--- src/rtl/fp_pkg.sv ---
// Shared definitions for the sequential floating-point add/subtract unit.
//   - default field widths (single precision) and the packed word width
//   - canonical quiet NaN for the default format
//   - flag bit positions within the 4-bit flags word
//   - FSM state encoding
//   - small classification helpers and a flag packer
package fp_pkg;

  localparam int FP_EXP_W = 8;
  localparam int FP_MAN_W = 23;
  localparam int FP_W     = 1 + FP_EXP_W + FP_MAN_W;

  localparam logic [FP_W-1:0] FP_QNAN =
    {1'b0, {FP_EXP_W{1'b1}}, 1'b1, {(FP_MAN_W-1){1'b0}}};

  // Bit positions inside flags = {invalid, overflow, underflow, inexact}
  localparam int FLG_INVALID   = 3;
  localparam int FLG_OVERFLOW  = 2;
  localparam int FLG_UNDERFLOW = 1;
  localparam int FLG_INEXACT   = 0;

  typedef enum logic [2:0] {
    IDLE,
    ALIGN,
    ADD,
    NORM,
    ROUND,
    DONE
  } state_t;

  // Helpers take field summaries so they stay independent of EXP_W/MAN_W.
  function automatic logic is_nan(input logic exp_ones, input logic frac_nz);
    return exp_ones & frac_nz;
  endfunction

  function automatic logic is_inf(input logic exp_ones, input logic frac_nz);
    return exp_ones & ~frac_nz;
  endfunction

  // Denormals are flushed, so a zero exponent alone marks a zero operand.
  function automatic logic is_zero(input logic exp_zero);
    return exp_zero;
  endfunction

  function automatic logic [3:0] pack_flags(input logic inv, input logic ovf,
                                            input logic unf, input logic inx);
    logic [3:0] f;
    f                = '0;
    f[FLG_INVALID]   = inv;
    f[FLG_OVERFLOW]  = ovf;
    f[FLG_UNDERFLOW] = unf;
    f[FLG_INEXACT]   = inx;
    return f;
  endfunction

endpackage

--- src/rtl/fp_round_rne.sv ---
// Combinational round-to-nearest-even of a normalised mantissa.
// Ports:
//   exp_in   : biased exponent, one extra bit of headroom
//   man_in   : hidden bit + fraction (MAN_W+1 bits)
//   g, r, s  : guard, round and sticky bits below the fraction LSB
//   exp_out  : rounded exponent (all-ones on overflow)
//   frac_out : rounded fraction (zero on overflow)
//   overflow : rounded exponent reached all-ones
//   inexact  : any discarded bit was set, or overflow
module fp_round_rne
  import fp_pkg::*;
#(
  parameter int EXP_W = FP_EXP_W,
  parameter int MAN_W = FP_MAN_W
) (
  input  logic [EXP_W:0]   exp_in,
  input  logic [MAN_W:0]   man_in,
  input  logic             g,
  input  logic             r,
  input  logic             s,
  output logic [EXP_W-1:0] exp_out,
  output logic [MAN_W-1:0] frac_out,
  output logic             overflow,
  output logic             inexact
);

  localparam logic [EXP_W:0] EXP_MAX = {1'b0, {EXP_W{1'b1}}};

  // Round up when above half, or exactly half and the LSB is odd.
  function automatic logic rne_up(input logic lsb, input logic gb,
                                  input logic rb, input logic sb);
    return gb & (rb | sb | lsb);
  endfunction

  logic [MAN_W+1:0] man_sum;
  logic [EXP_W:0]   exp_sum;

  always_comb begin
    man_sum  = {1'b0, man_in} + {{(MAN_W+1){1'b0}}, rne_up(man_in[0], g, r, s)};
    // A carry out of the mantissa means it became exactly 10.0...0
    exp_sum  = exp_in + {{EXP_W{1'b0}}, man_sum[MAN_W+1]};
    overflow = (exp_sum >= EXP_MAX);
    inexact  = g | r | s | overflow;
    if (overflow) begin
      exp_out  = '1;
      frac_out = '0;
    end else begin
      exp_out  = exp_sum[EXP_W-1:0];
      frac_out = man_sum[MAN_W+1] ? man_sum[MAN_W:1] : man_sum[MAN_W-1:0];
    end
  end

endmodule

--- src/rtl/fp_addsub_seq.sv ---
// Multi-cycle floating-point add/subtract with valid/ready handshake.
// Normalisation shifts one place per cycle, so latency depends on the data.
// Ports:
//   clk, rst             : clock, synchronous active-high reset
//   in_valid / in_ready  : operand handshake (in_ready high only when idle)
//   op                   : 0 = a+b, 1 = a-b
//   a, b                 : packed {sign, exponent, fraction} operands
//   out_valid / out_ready: result handshake, result held until accepted
//   result               : packed result
//   flags                : {invalid, overflow, underflow, inexact}
module fp_addsub_seq
  import fp_pkg::*;
#(
  parameter int EXP_W = FP_EXP_W,
  parameter int MAN_W = FP_MAN_W
) (
  input  logic                   clk,
  input  logic                   rst,
  input  logic                   in_valid,
  output logic                   in_ready,
  input  logic                   op,
  input  logic [EXP_W+MAN_W:0]   a,
  input  logic [EXP_W+MAN_W:0]   b,
  output logic                   out_valid,
  input  logic                   out_ready,
  output logic [EXP_W+MAN_W:0]   result,
  output logic [3:0]             flags
);

  localparam int W  = 1 + EXP_W + MAN_W;
  // Extended mantissa: {carry, hidden, fraction, G, R, S}
  localparam int XW = MAN_W + 5;
  localparam logic [W-1:0]     QNAN    = {1'b0, {EXP_W{1'b1}}, 1'b1, {(MAN_W-1){1'b0}}};
  localparam logic [EXP_W-1:0] MAX_SH  = EXP_W'(MAN_W + 3);
  localparam logic [EXP_W:0]   EXP_ONE = (EXP_W+1)'(1);

  state_t state, state_n;

  // Working operands: X ends up as the larger magnitude / accumulator
  logic             s_x, s_y;
  logic [EXP_W:0]   e_x;
  logic [EXP_W-1:0] e_y;
  logic [XW-1:0]    m_x, m_y;

  // Operand decode and special-value short cut
  logic             a_s, b_s;
  logic [EXP_W-1:0] a_e, b_e;
  logic [MAN_W-1:0] a_f, b_f;
  logic             a_nan, b_nan, a_inf, b_inf, a_zero, b_zero;
  logic             spec_hit, spec_inv;
  logic [W-1:0]     spec_res;

  always_comb begin
    a_s    = a[W-1];
    a_e    = a[W-2:MAN_W];
    a_f    = a[MAN_W-1:0];
    b_s    = b[W-1] ^ op;
    b_e    = b[W-2:MAN_W];
    b_f    = b[MAN_W-1:0];
    a_nan  = is_nan(&a_e, |a_f);
    b_nan  = is_nan(&b_e, |b_f);
    a_inf  = is_inf(&a_e, |a_f);
    b_inf  = is_inf(&b_e, |b_f);
    a_zero = is_zero(a_e == '0);
    b_zero = is_zero(b_e == '0);

    spec_hit = 1'b1;
    spec_inv = 1'b0;
    spec_res = '0;
    if (a_nan || b_nan) begin
      spec_res = QNAN;
    end else if (a_inf && b_inf && (a_s != b_s)) begin
      spec_res = QNAN;
      spec_inv = 1'b1;
    end else if (a_inf) begin
      spec_res = {a_s, a_e, a_f};
    end else if (b_inf) begin
      spec_res = {b_s, b_e, b_f};
    end else if (a_zero && b_zero) begin
      spec_res = {a_s & b_s, {(W-1){1'b0}}};
    end else if (a_zero) begin
      spec_res = {b_s, b_e, b_f};
    end else if (b_zero) begin
      spec_res = {a_s, a_e, a_f};
    end else begin
      spec_hit = 1'b0;
    end
  end

  // Alignment: pick the larger magnitude, shift the smaller into G/R/S
  logic             swap, big_s, sml_s, lost;
  logic [EXP_W-1:0] big_e, sml_e, diff;
  logic [XW-1:0]    big_m, sml_m, sml_sh, y_al;

  always_comb begin
    swap   = {e_y, m_y} > {e_x[EXP_W-1:0], m_x};
    big_s  = swap ? s_y : s_x;
    sml_s  = swap ? s_x : s_y;
    big_e  = swap ? e_y : e_x[EXP_W-1:0];
    sml_e  = swap ? e_x[EXP_W-1:0] : e_y;
    big_m  = swap ? m_y : m_x;
    sml_m  = swap ? m_x : m_y;
    diff   = big_e - sml_e;
    sml_sh = sml_m >> diff;
    lost   = |(sml_m & ~({XW{1'b1}} << diff));
    // Beyond MAN_W+3 the whole mantissa lands below S: only stickiness remains
    if (diff > MAX_SH) y_al = {{(XW-1){1'b0}}, 1'b1};
    else               y_al = {sml_sh[XW-1:1], sml_sh[0] | lost};
  end

  // Add / subtract and normalisation decisions
  logic [XW-1:0] sum_m;
  logic          sum_zero, carry, hid, exp_gt1, norm_left, norm_flush;

  always_comb begin
    sum_m      = (s_x ^ s_y) ? (m_x - m_y) : (m_x + m_y);
    sum_zero   = (sum_m == '0);
    carry      = m_x[XW-1];
    hid        = m_x[XW-2];
    exp_gt1    = (e_x > EXP_ONE);
    norm_left  = !carry && !hid && exp_gt1;
    norm_flush = !carry && !hid && !exp_gt1;
  end

  logic [EXP_W-1:0] rnd_e;
  logic [MAN_W-1:0] rnd_f;
  logic             rnd_ovf, rnd_inx;

  fp_round_rne #(.EXP_W(EXP_W), .MAN_W(MAN_W)) u_round (
    .exp_in   (e_x),
    .man_in   (m_x[XW-2:3]),
    .g        (m_x[2]),
    .r        (m_x[1]),
    .s        (m_x[0]),
    .exp_out  (rnd_e),
    .frac_out (rnd_f),
    .overflow (rnd_ovf),
    .inexact  (rnd_inx)
  );

  // Control state register
  always_ff @(posedge clk) begin
    if (rst) state <= IDLE;
    else     state <= state_n;
  end

  always_comb begin
    state_n = state;
    case (state)
      IDLE:  if (in_valid) state_n = spec_hit ? DONE : ALIGN;
      ALIGN: state_n = ADD;
      ADD:   state_n = sum_zero ? DONE : NORM;
      NORM: begin
        if (norm_flush)              state_n = DONE;
        else if (!carry && hid)      state_n = ROUND;
      end
      ROUND: state_n = DONE;
      DONE:  if (out_ready) state_n = IDLE;
      default: state_n = IDLE;
    endcase
  end

  assign in_ready  = (state == IDLE);
  assign out_valid = (state == DONE);

  // Result/flags are architecturally visible and cleared by reset
  always_ff @(posedge clk) begin
    if (rst) begin
      result <= '0;
      flags  <= '0;
    end else begin
      case (state)
        IDLE: if (in_valid && spec_hit) begin
          result <= spec_res;
          flags  <= pack_flags(spec_inv, 1'b0, 1'b0, 1'b0);
        end
        ADD: if (sum_zero) begin
          result <= '0;
          flags  <= '0;
        end
        NORM: if (norm_flush) begin
          result <= {s_x, {(W-1){1'b0}}};
          flags  <= pack_flags(1'b0, 1'b0, 1'b1, 1'b1);
        end
        ROUND: begin
          result <= {s_x, rnd_e, rnd_f};
          flags  <= pack_flags(1'b0, rnd_ovf, 1'b0, rnd_inx);
        end
        default: ;
      endcase
    end
  end

  // Working datapath, no reset needed: every path reloads it on accept
  always_ff @(posedge clk) begin
    case (state)
      IDLE: if (in_valid) begin
        s_x <= a_s;
        e_x <= {1'b0, a_e};
        m_x <= {2'b01, a_f, 3'b000};
        s_y <= b_s;
        e_y <= b_e;
        m_y <= {2'b01, b_f, 3'b000};
      end
      ALIGN: begin
        s_x <= big_s;
        e_x <= {1'b0, big_e};
        m_x <= big_m;
        s_y <= sml_s;
        m_y <= y_al;
      end
      ADD: m_x <= sum_m;
      NORM: begin
        if (carry) begin
          m_x <= {1'b0, m_x[XW-1:2], m_x[1] | m_x[0]};
          e_x <= e_x + EXP_ONE;
        end else if (norm_left) begin
          m_x <= {m_x[XW-2:0], 1'b0};
          e_x <= e_x - EXP_ONE;
        end
      end
      default: ;
    endcase
  end

endmodule
--- config.mk ---
export PLATFORM = sky130hd
export DESIGN_NAME = fp_addsub_seq
export DESIGN_NICKNAME = d
export VERILOG_FILES = /design/src/rtl/fp_pkg.sv /design/src/rtl/fp_round_rne.sv /design/src/rtl/fp_addsub_seq.sv
export SDC_FILE = /design/constraint.sdc
export NUM_CORES = 1
export LEC_CHECK = 0
export ABC_AREA = 1
export CAP_MARGIN = 20
export CORE_MARGIN = 3
export CORE_UTILIZATION = 60
export CTS_CLUSTER_DIAMETER = 60
export CTS_CLUSTER_SIZE = 28
export DETAILED_ROUTE_END_ITERATION = 8
export GPL_TIMING_DRIVEN = 0
export PLACE_DENSITY_LB_ADDON = 0.1
export SYNTH_ARGS = -nofsm -noshare
export SYNTH_HDL_FRONTEND = slang
export SYNTH_SLANG_ARGS = --single-unit
--- constraint.sdc ---
create_clock -name clk -period 6.1 [get_ports clk]
set_input_delay 0.61 -clock clk [delete_from_list [all_inputs] [get_ports clk]]
set_output_delay 0.61 -clock clk [all_outputs]
set_load 0.01 [all_outputs]
Yosys cells after proc, flatten, opt, wreduce, memory -nomap -nowiden
Cells that the tools add are included.
{ "classes": {"bitwise_logic": 18, "add_sub_neg": 7, "n_reduce_logical": 33, "shifts": 2, "magnitude_cmp": 4, "n_eq_ne": 14, "muxes": 56} }
{ "op_table": {"columns": ["operator", "n"], "rows": [
  ["$mux 32", 10],
  ["$mux 28", 8],
  ["$pmux 32 s4", 1],
  ["$pmux 28 s4", 1],
  ["$pmux 28 s2", 1],
  ["$mux 23", 2],
  ["$reduce_or 23->1", 2],
  ["$gt 36x36->1", 1],
  ["$add 28x28->28", 1],
  ["$and 28x28->28", 1],
  ["$logic_not 28->1", 1],
  ["$not 28->28", 1],
  ["$reduce_or 28->1", 1],
  ["$shl 28x8->28 const A", 1],
  ["$shr 28x8->28", 1],
  ["$sub 28x28->28", 1],
  ["$mux 9", 3],
  ["$pmux 9 s3", 1],
  ["$add 24x1->25", 1],
  ["$mux 8", 3],
  ["$mux 3", 6],
  ["$pmux 3 s6", 1],
  ["$logic_not 8->1", 2],
  ["$pmux 4 s4", 1],
  ["other kinds (32)", 82]
]} }
{ "word_totals": {"regBits": 114, "word_cells": 144, "out_inout_bits": 38} }

Longest topological paths before layout
{ "depth": {"word_depth": 11, "ltp_mapped": 39} }

Hierarchy
A second synthesis with hierarchy kept.
{ "hier_totals": {"cells_unflattened": 2130, "area_unflattened_um2": 13394.1} }
{ "by_module_without_submodules": {"columns": ["module", "seq_area_each_um2", "n_inst", "cells_per_inst", "area_per_inst_um2"], "rows": [
  ["fp_addsub_seq", 3032.9, 1, 1863, 12056.6],
  ["fp_round_rne", 0.0, 1, 267, 1337.5]
]} }

Worst setup path after synthesis
OpenSTA, ideal clock, no wires.
{ "synth_timing": {"kind": "register to register", "startpoint": "register m_y[0]", "endpoint": "register result[11]", "synth_period_minus_slack_ps": 4535, "setup_slack_ps": 1565, "arrival_ps": 4419, "stages_incl_launch_ff": 31, "setup_time_ps": 116, "path_buffers": 1, "cell_sequence": "edfxtp_1 -> inv_1 -> ha_1 -> inv_1 -> nor3_1 -> and3_1 -> inv_1 -> nor3_1 -> nor3b_1 -> nand3_1 -> inv_1 -> nand4_1 -> o31ai_1 -> xor2_1 -> ha_1 -> nand2_1 -> nor4_1 -> nand3_1 -> nand3_1 -> nand3_1 -> nand2_1 -> a31oi_1 -> xor2_1 -> nand2_1 -> nor2_1 -> nand3_1 -> nand2_1 -> nand3_2 -> buf_6 -> nor2_1 -> nor2_1"} }
{ "synth_via": {"elab_chain_cells": 5} }
{ "synth_rtl": {"columns": ["element", "line_no", "rtl"], "rows": [
  ["start, declared", "fp_addsub_seq.sv:43", "logic [XW-1:0] m_x, m_y;"],
  ["start signal, assigned", "fp_addsub_seq.sv:203", "m_y <= {2'b01, b_f, 3'b000};"],
  ["start signal, assigned", "fp_addsub_seq.sv:210", "m_y <= y_al;"],
  ["$add 28x28->28 / $sub 28x28->28 (equally long branches)", "fp_addsub_seq.sv:116", "sum_m = (s_x ^ s_y) ? (m_x - m_y) : (m_x + m_y);"],
  ["$mux 28 *", "fp_addsub_seq.sv:116", null],
  ["$logic_not 28->1 *", "fp_addsub_seq.sv:117", "sum_zero = (sum_m == '0);"],
  ["$ne 2x2->1 (no line) *", null, null],
  ["$reduce_and 4->1 (no line) *", null, null],
  ["end signal, assigned", "fp_addsub_seq.sv:174", "result <= spec_res;"],
  ["end signal, assigned", "fp_addsub_seq.sv:182", "result <= {s_x, {(W-1){1'b0}}};"],
  ["end signal, assigned", "fp_addsub_seq.sv:186", "result <= {s_x, rnd_e, rnd_f};"],
  ["end, declared", "fp_addsub_seq.sv:26", "output logic [EXP_W+MAN_W:0] result,"]
]} }
Every way passes the cells marked *; elsewhere a longest branch is shown, timed or not.
A chain may end at the register's enable or synchronous reset.

Final worst setup path
{ "layout_timing": {"startpoint": "register m_x[3]", "endpoint": "register result[9]"} }
{ "layout_via": {"elab_chain_cells": 7} }
{ "layout_rtl": {"columns": ["element", "line_no", "rtl"], "rows": [
  ["start, declared", "fp_addsub_seq.sv:43", null],
  ["start signal, assigned", "fp_addsub_seq.sv:200", "m_x <= {2'b01, a_f, 3'b000};"],
  ["start signal, assigned", "fp_addsub_seq.sv:208", "m_x <= big_m;"],
  ["start signal, assigned", "fp_addsub_seq.sv:212", "ADD: m_x <= sum_m;"],
  ["$or 1x1->1", "fp_round_rne.sv:32", "return gb & (rb | sb | lsb);"],
  ["$and 1x1->1", "fp_round_rne.sv:32", null],
  ["$add 24x1->25", "fp_round_rne.sv:39", "man_sum = {1'b0, man_in} + {{(MAN_W+1){1'b0}}, rne_up(man_in[0], g, r, s)};"],
  ["$add 9x1->9", "fp_round_rne.sv:41", "exp_sum = exp_in + {{EXP_W{1'b0}}, man_sum[MAN_W+1]};"],
  ["$ge 9x8->1", "fp_round_rne.sv:42", "overflow = (exp_sum >= EXP_MAX);"],
  ["$mux 23", "fp_round_rne.sv:44", "if (overflow) begin"],
  ["$pmux 32 s4", "fp_addsub_seq.sv:172", "case (state)"]
]} }
Several ways; a longest one is shown, not always the timed one.

==> impl_metrics.tcl <==
set metrics [dict create \
    status "complete, but fails checks" \
    violations "DRC" \
    clock_sinks 114 \
    ys_ff_latch 114 \
    root_buffer "clkbuf_16" \
    critPathCaptureType "register" \
    dieArea_um2 23100 \
    gr-total-overflow 0 \
    port-buffer-count 106 \
    yosysTopAreaCell "edfxtp_1" \
    hold_path_depth 2 \
    antenna_cells 0 \
    critPathLaunchType "register" \
    dr.first_iter.drc_count 2736 \
    tritoncts "done" \
    wl_per_cell_um 22.2 \
    synth-xor-area-share_pct 5.26 \
    setup_viol 0 \
    synthSimpleGateAreaFrac_pct 33.3 \
    finalMaxSlewViolations 0 \
    area_growth_pct 16.7 \
    synth_top_area_share_pct 17.6 \
    wirelength_um 53900 \
    layout_min_cycle_time_ps 5930 \
    nFillCells 1764 \
    nets 2283 \
    htreeDepth 4 \
    syn_area_um2 12800 \
    fmax_mhz 169 \
    finClkSkew_ps 17.5 \
    tightest_slew_ps 1050 \
    synth_compound_area_share_pct 19.9 \
    num_rows 52 \
    grt_usage_pct 44.6 \
    clkTransAtPathRegs_ps 80 \
    place.gp.congestion 1.11 \
    maxSlewHeadroom_pct 29.5 \
    clockBufferDepth 2 \
    yosysWarnings 0 \
    required_ps 6490 \
    maxCapViolations 0 \
    ant_nets 0 \
    die_h_um 152 \
    num_vias 15800 \
    fin_crit_sh_pct 97.2 \
    drc 9 \
    synthCells 2008 \
    critical_path_arrival_ps 6320 \
    clkLatencyLatePin_ps 440 \
    min_path_type "register to register" \
    grt_pass1_vias 14600 \
    die_width_um 152 \
    cp_slowest_cell "edfxtp_1" \
    hold_violations 0 \
    drt_first_pass_iters 9 \
    avgSynthCellArea_um2 6.36 \
    synthAdderAreaFrac_pct 7.21 \
    worstPathMaxFanout 7 \
    grt_max_degree 28 \
    synthMuxAreaShare_pct 0 \
    ys_types 65 \
    synth_fp_nets 2150 \
    hold_buffers 0 \
    antenna_found_initial 0 \
    crit_type "register to register" \
    core_um2 20600 \
    ys.flop_type "edfxtp_1" \
    tns_ps 0 \
    final_core_util_pct 72.5 \
    r2r_cells 37 \
    slowest_delay_ps 430 \
    crit_path_frequent_cell "nor2_1" \
    ios 107 \
    cts_made_buffers 17 \
    synthTopCellsByArea "edfxtp_1 18%, nand2_1 17%, inv_1 7.2%" \
    start_util_pct 62.1 \
    multi_input_area_um2 8450 \
    synth_top_family_by_area "simple AND/OR/NAND/NOR gates" \
    drive_gt1_share_pct 6.55 \
    synthArstFlopShare_pct 0 \
    dp_hpwl_um 42000 \
    grt_pass1_wl_um 81700 \
    ff_latch_area_um2 3030 \
    synth_edf_count 75 \
    vias_per_cell 6.51 \
    ys_seq_area_share_pct 23.7 \
]
-- final timing paths --
check	start	endpoint	slack [ps]
worst max-delay path	m_x[3]$_DFFE_PP_	result[9]$_SDFFE_PP0P_	170
worst min register to register	flags[1]$_SDFFE_PP0P_	flags[1]$_SDFFE_PP0P_	470
worst min-delay path	flags[1]$_SDFFE_PP0P_	flags[1]$_SDFFE_PP0P_	470
worst max register to register	m_x[3]$_DFFE_PP_	result[9]$_SDFFE_PP0P_	170
-- metal layers --
layer  vias up  wire length (um)  global-route usage, %
met1      7035             19100                   57.4
met4         2              4690                   28.8
li1       7012                 -                      -
met2      1372             22100                   66.4
met5         -                15                      0
met3       368              7940                   11.5
-- cells in the mapped netlist, types with 21 or more instances --
cell type  count
o21ai_1       27
nand4_1       30
xor2_1        60
o22ai_1       46
edfxtp_1      75
inv_1        245
nand3_1      106
ha_1          72
nor4_1        22
nand2_1      574
a21oi_1       85
o21ai_0      161
clkbuf_1      38
nor2_1       188
nor3_1        21
dfxtp_1       39
-- registers in the layout, indices dropped and copies added (netlist names) --
name    count
e_x         9
s_y         1
e_y         8
flags       4
m_x        28
result     32
state       3
s_x         1
m_y        28
-- cells in the final DEF, fill, tap and decap left out, types with 5 or more instances in the layout --
cell	count
a21oi_1	85
a22oi_1	20
buf_1	6
buf_2	21
buf_4	10
buf_6	9
clkbuf_1	38
clkbuf_16	19
clkdlybuf4s50_1	106
dfxtp_1	39
edfxtp_1	75
ha_1	72
inv_1	245
inv_2	8
nand2_1	574
nand2_2	8
nand3_1	106
nand4_1	30
nor2_1	186
nor2_2	6
nor2_4	6
nor3_1	19
nor3_2	5
nor4_1	21
o2111ai_1	20
o211ai_1	15
o21a_1	6
o21ai_0	160
o21ai_1	27
o221ai_1	8
o22ai_1	45
or2_2	9
xnor2_1	13
xor2_1	60
-- stage by stage --
step	instance area (um^2)	hold slack (ps)	setup slack [ps]	instances
after floorplan	12800	480	1570	2008
after global placement	14200	455	0.817	2384
after detailed placement	14200	462	241	2386
after CTS	14800	469	78.2	2418
after global routing	14900	486	-61.2	2424
final	14900	471	171	2424
-- what timing repair did --
action,4_1_cts,5_1_grt
endpoints found under the setup margin,0,36
buffers inserted,0,4
resized for setup,0,10
-- kinds of logic (layout without fill, tap and decap cells) --
kind of cell	after synthesis	after routing
compound gates	423	423
flops	114	114
buf+inv	332	478
simple gates	991	991
xor+xnor	75	75
fa+ha+maj	73	73
-- area by class of cell --
type / instances / share of cell area (%)
multi-input combinational: 1562 / 56.7
clock buffer: 19 / 3.19
sequential: 114 / 20.4
inverter: 255 / 6.42
timing repair buffer: 114 / 7.56
buffer: 77 / 2.66
tap: 270 / 2.27
clock inverter: 13 / 0.798
-- worst max-delay path: cells and delay by family, from the launching register on --
family,cells,cell delay [ps]
adders and majority gates,3,660
buffers and inverters,11,1010
AOI/OAI and AO/OA,1,420
DFF,1,430
and+or+nand+nor,21,3100
xor gates and xnor gates,1,270
Power is not shown: default switching activity piles up to over one toggle a cycle in this logic, so the estimate is an artifact.
